**src/rtl/snn_phase_sequencer.sv**
```systemverilog
`default_nettype none
// ============================================================================
// Module   : snn_phase_sequencer
// Purpose  : Time-unit sequencer for the SNN datapath. Walks through
//            NUM_PHASES processing phases, issuing a one-cycle one-hot start
//            pulse per phase and waiting for that phase's done bit. After the
//            last phase it advances the time-unit (TU) counter. Supports a TU
//            limit, free-running / single-step operation, a per-phase
//            watchdog, abort and clear.
// Revision : 1.0 - initial release
// ----------------------------------------------------------------------------
// Ports
//   clk            in   1           clock, rising edge
//   rst_n          in   1           synchronous active-low reset
//   go             in   1           start a TU when idle (level)
//   auto_run       in   1           1: chain next TU after END, 0: go idle
//   tu_limit       in   TU_W        halt when tu equals this (0 = unlimited)
//   timeout_cycles in   TO_W        per-phase watchdog limit (0 = disabled)
//   abort          in   1           return to IDLE, tu and flags kept
//   clear          in   1           return to IDLE, tu and flags zeroed
//   phase_done     in   NUM_PHASES  per-phase completion (active bit only)
//   phase_start    out  NUM_PHASES  one-hot one-cycle start pulse
//   phase          out  PH_W        active phase index
//   tu             out  TU_W        time-unit count
//   tu_incre       out  1           tu just advanced (END cycle)
//   busy           out  1           sequencing in progress
//   halted         out  1           tu_limit reached
//   timeout_err    out  1           sticky watchdog error
//   err_phase      out  PH_W        phase that timed out
// ============================================================================
module snn_phase_sequencer #(
    parameter int NUM_PHASES = 5,
    parameter int TU_W       = 16,
    parameter int TO_W       = 12,
    localparam int PH_W      = ($clog2(NUM_PHASES) > 1) ? $clog2(NUM_PHASES) : 1
) (
    input  logic                  clk,
    input  logic                  rst_n,
    input  logic                  go,
    input  logic                  auto_run,
    input  logic [TU_W-1:0]       tu_limit,
    input  logic [TO_W-1:0]       timeout_cycles,
    input  logic                  abort,
    input  logic                  clear,
    input  logic [NUM_PHASES-1:0] phase_done,
    output logic [NUM_PHASES-1:0] phase_start,
    output logic [PH_W-1:0]       phase,
    output logic [TU_W-1:0]       tu,
    output logic                  tu_incre,
    output logic                  busy,
    output logic                  halted,
    output logic                  timeout_err,
    output logic [PH_W-1:0]       err_phase
);

    typedef enum logic [2:0] {
        S_IDLE  = 3'd0,
        S_START = 3'd1,
        S_WAIT  = 3'd2,
        S_END   = 3'd3,
        S_HALT  = 3'd4,
        S_ERR   = 3'd5
    } state_t;

    localparam logic [PH_W-1:0]       LAST_PHASE = PH_W'(NUM_PHASES - 1);
    localparam logic [NUM_PHASES-1:0] ONE_HOT0   = NUM_PHASES'(1);

    state_t          state_q, state_d;
    logic [PH_W-1:0] phase_q, phase_d;
    logic [TU_W-1:0] tu_q, tu_d;
    logic [TO_W-1:0] wd_q, wd_d;
    logic            terr_q, terr_d;
    logic [PH_W-1:0] ephase_q, ephase_d;

    logic done_active;
    logic wd_expire;

    // Only the active phase's done bit matters; the rest are ignored.
    assign done_active = phase_done[phase_q];

    // The watchdog counter holds k-1 during the k-th WAIT cycle, so matching
    // limit-1 means this is the limit-th WAIT cycle without a done.
    assign wd_expire = (timeout_cycles != '0) &&
                       (wd_q == (timeout_cycles - TO_W'(1)));

    always_comb begin
        state_d  = state_q;
        phase_d  = phase_q;
        tu_d     = tu_q;
        wd_d     = wd_q;
        terr_d   = terr_q;
        ephase_d = ephase_q;

        if (clear) begin
            state_d  = S_IDLE;
            phase_d  = '0;
            tu_d     = '0;
            wd_d     = '0;
            terr_d   = 1'b0;
            ephase_d = '0;
        end else if (abort) begin
            state_d = S_IDLE;
            phase_d = '0;
        end else begin
            case (state_q)
                S_IDLE: begin
                    if (go) begin
                        phase_d = '0;
                        state_d = S_START;
                    end
                end
                S_START: begin
                    wd_d    = '0;
                    state_d = S_WAIT;
                end
                S_WAIT: begin
                    // A done arriving in the expiry cycle still counts.
                    if (done_active) begin
                        if (phase_q == LAST_PHASE) begin
                            tu_d    = tu_q + TU_W'(1);
                            state_d = S_END;
                        end else begin
                            phase_d = phase_q + PH_W'(1);
                            state_d = S_START;
                        end
                    end else if (wd_expire) begin
                        terr_d   = 1'b1;
                        ephase_d = phase_q;
                        state_d  = S_ERR;
                    end else begin
                        wd_d = wd_q + TO_W'(1);
                    end
                end
                S_END: begin
                    // tu_q already holds the advanced count here.
                    if ((tu_limit != '0) && (tu_q == tu_limit)) begin
                        state_d = S_HALT;
                    end else if (auto_run) begin
                        phase_d = '0;
                        state_d = S_START;
                    end else begin
                        state_d = S_IDLE;
                    end
                end
                S_HALT,
                S_ERR: begin
                    state_d = state_q;
                end
                default: begin
                    state_d = S_IDLE;
                end
            endcase
        end
    end

    always_ff @(posedge clk) begin
        if (!rst_n) begin
            state_q  <= S_IDLE;
            phase_q  <= '0;
            tu_q     <= '0;
            wd_q     <= '0;
            terr_q   <= 1'b0;
            ephase_q <= '0;
        end else begin
            state_q  <= state_d;
            phase_q  <= phase_d;
            tu_q     <= tu_d;
            wd_q     <= wd_d;
            terr_q   <= terr_d;
            ephase_q <= ephase_d;
        end
    end

    // All outputs decode from registered state only.
    assign phase_start = (state_q == S_START) ? (ONE_HOT0 << phase_q) : '0;
    assign phase       = phase_q;
    assign tu          = tu_q;
    assign tu_incre    = (state_q == S_END);
    assign busy        = (state_q == S_START) || (state_q == S_WAIT) ||
                         (state_q == S_END);
    assign halted      = (state_q == S_HALT);
    assign timeout_err = terr_q;
    assign err_phase   = ephase_q;

endmodule
`default_nettype wire

```
**config.mk**
```make
export PLATFORM = sky130hd
export DESIGN_NAME = snn_phase_sequencer
export DESIGN_NICKNAME = d
export VERILOG_FILES = /design/src/rtl/snn_phase_sequencer.sv
export SDC_FILE = /design/constraint.sdc
export NUM_CORES = 1
export LEC_CHECK = 0
export CORE_MARGIN = 3
export CORE_UTILIZATION = 49
export CTS_CLUSTER_DIAMETER = 100
export DETAILED_ROUTE_END_ITERATION = 6
export PLACE_DENSITY = 0.8
export SLEW_MARGIN = 0
export SYNTH_ARGS = -nofsm -noshare
export SYNTH_HDL_FRONTEND = slang
export SYNTH_SLANG_ARGS = --single-unit
```
**constraint.sdc**
```tcl
create_clock -name clk -period 3.5 [get_ports clk]
set_input_delay 0.525 -clock clk [delete_from_list [all_inputs] [get_ports clk]]
set_output_delay 0.525 -clock clk [all_outputs]
set_load 0.005 [all_outputs]
```
==> results.sh <==
export IMPL_grt_overflow=0
export IMPL_wl_mm=7.02
export IMPL_status="complete, no violations"
export IMPL_drcViolationCount=0
export IMPL_p_per_area_nw_per_um2=250
export IMPL_cts_repair_resized=0
export IMPL_ys_seq_area_frac=0.281
export IMPL_finalHoldViolations=0
export IMPL_cp_arrival_ps=3370
export IMPL_syn_to_final_growth_pct=31.6
export IMPL_synthTopCellsByArea="dfxtp_1 28%, xnor2_1 8.4%, nor2_1 5.3%"
export IMPL_avgSynthCellArea_um2=8.09
export IMPL_final_cell_mix="69 x clkdlybuf4s50_1, 38 x nor2_1, 38 x dfxtp_1"
export IMPL_antenna_found_initial=0
export IMPL_grt_usage=0.225
export IMPL_die_y_um=80.4
export IMPL_num_rows=26
export IMPL_finalWeightedCongestion=0.885
export IMPL_critPathRequiredTime_ps=3690
export IMPL_maxSlewViolCount=0
export IMPL_io_pins=70
export IMPL_clockBufferDepth=2
export IMPL_ys_types=51
export IMPL_synthArstFlopShare=0
export IMPL_fill_cells=445
export IMPL_core_area_um2=5240
export IMPL_cts_root_buf="clkbuf_8"
export IMPL_cts_sinks=38
export IMPL_grt_max_degree=23
export IMPL_clock_skew_final_ps=3.68
export IMPL_max_freq_ghz=0.314
export IMPL_dp_hpwl_mm=5.37
export IMPL_max_slew_worst_pin_slew_ps=560
export IMPL_htree_levels=2
export IMPL_ys_flop_type="dfxtp_1"
export IMPL_r2r_slack_ps=890
export IMPL_yosysWarningCount=0
export IMPL_drv_cap=0
export IMPL_yosys_area_top_type_share=0.281
export IMPL_yosys_area_top_type="dfxtp_1"
export IMPL_antenna_cells=0
export IMPL_regToRegEndpoint="tu[15]"
export IMPL_initial_core_util=0.518
export IMPL_peakVddDrop_uv=201
export IMPL_r2r_cells=7
export IMPL_hold_path_class="register to register"
export IMPL_post_cts_setup_buffer_count=0
export IMPL_setup_ws_ps=318
export IMPL_period_needed_ps=3180
export IMPL_crit_fanout=13
export IMPL_portBuffers=69
export IMPL_multi_input_area_um2=1830
export IMPL_synth_edf_count=0
export IMPL_grt_pass1_vias=2600
export IMPL_cts_buffers=5
export IMPL_startpoint="timeout_cycles[0]"
export IMPL_r2r_start="state_q[1]"
export IMPL_die_w_um=80.4
export IMPL_p_leak_nw=1.24
export IMPL_clkLatencyLatePin_ps=290
export IMPL_cts_tree="yes"
export IMPL_rsz0062_at_grt="no"
export IMPL_syn_area_um2=2710
export IMPL_drive_gt1_frac=0.0765
export IMPL_initialDrtViolationCount=145
export IMPL_fin_crit_sh=0.909
export IMPL_syn_nets=383
export IMPL_end_kind="register"
export IMPL_wire_per_inst_um=14.8
export IMPL_first_pass_iters=4
export IMPL_cp_start_kind="input port"
export IMPL_path_clk_slew_ps=80
export IMPL_setup_tns_ps=0
export IMPL_synth_seq_cells=38
export IMPL_hold_buffers=0
export IMPL_seq_area_um2=761
export IMPL_criticalPathCategory="input port to register"
export IMPL_dieArea_um2=6460
export IMPL_synth_cells=335
export IMPL_final_setup_viol_count=0
export IMPL_mostFrequentLayoutCell="clkdlybuf4s50_1"
export IMPL_dp_slack_ps=48.0
export IMPL_hold_ws_ps=498
export IMPL_slew_headroom=0.624
export IMPL_grt_pass1_wl_mm=11.7
export IMPL_via_count=2699
export IMPL_ant_nets=0
export IMPL_nets=452
export IMPL_endpoint="wd_q[2]"
export IMPL_vias_per_cell=5.68
[worst max-delay path, stage by stage]
cell and delay [ps]:
clkdlybuf4s50_1 570, inv_1 90, ha_1 250, nor3b_1 170
or3_1 350, a221oi_1 250, a2bb2oi_1 410, and4_4 390
nor2_1 110, a31o_2 240
[how the worst min path moves through the flow]
stage | startpoint | end | slack, ps | cells past startpoint
3_3_place_gp | timeout_err | timeout_err | 460 | 2
3_5_place_dp | timeout_err | timeout_err | 450 | 2
5_1_grt | timeout_err | timeout_err | 490 | 2
6_report | timeout_err | timeout_err | 500 | 2
2_1_floorplan | timeout_err | timeout_err | 440 | 2
4_1_cts | timeout_err | timeout_err | 490 | 2
[cell type report]
type	instances	share of cell area
Multi-Input combinational cell	269	0.512
Sequential cell	38	0.213
Timing Repair Buffer	76	0.208
Tap cell	70	0.0246
Clock buffer	6	0.0231
Inverter	14	0.0147
Clock inverter	2	0.00351
[state kept, by name, indices dropped and copies added (netlist names)]
signal       flops
err_phase        3
timeout_err      1
tu              16
phase            3
state_q          3
wd_q            12
[power breakdown]
| group | total, mW | leakage, nW | switching (mW) | internal, mW |
|---|---|---|---|---|
| clock network | 0.321 | 0.0472 | 0.163 | 0.158 |
| logic | 0.136 | 0.885 | 0.0606 | 0.0757 |
| registers | 0.434 | 0.306 | 0.00136 | 0.433 |
[metrics by stage]
stage	cell area [um^2]	std cells	power (mW)	util
2_1_floorplan	2710	335	0.508	-
3_3_place_gp	3470	467	0.576	0.663
3_5_place_dp	3470	467	0.579	0.663
4_1_cts	3570	475	0.899	0.681
5_1_grt	3570	475	0.930	0.681
6_report	3570	475	0.891	0.681
[per-layer routing]
layer | routed length [um] | up-vias | global-route usage | part of all wire
met5 | 0 | - | 0 | 0
met4 | 51 | 0 | 0.0473 | 0.0073
met3 | 494 | 6 | 0.0538 | 0.070
met2 | 3380 | 86 | 0.376 | 0.48
met1 | 3100 | 1250 | 0.295 | 0.44
li1 | - | 1357 | - | -
[cell families after synthesis]
family	Yosys count	share of synthesized area
compound gates	52	0.130
xor+xnor	43	0.144
simple gates	154	0.313
mux	11	0.0452
buf+inv	28	0.0452
fa+ha+maj	9	0.0415
flops	38	0.281
[cells in the mapped netlist (5+ instances only)]
cell type,number
a21oi_1,14
clkbuf_1,10
dfxtp_1,38
ha_1,9
inv_1,14
mux2i_1,10
nand2_1,20
nand2b_1,5
nand3_1,15
nand4_1,17
nor2_1,38
nor3_1,9
nor3b_1,6
nor4_1,5
o21ai_0,7
o31ai_1,5
or3_1,6
or4_1,6
xnor2_1,26
xor2_1,16
Note: power is estimated with default switching activity, not from simulation.
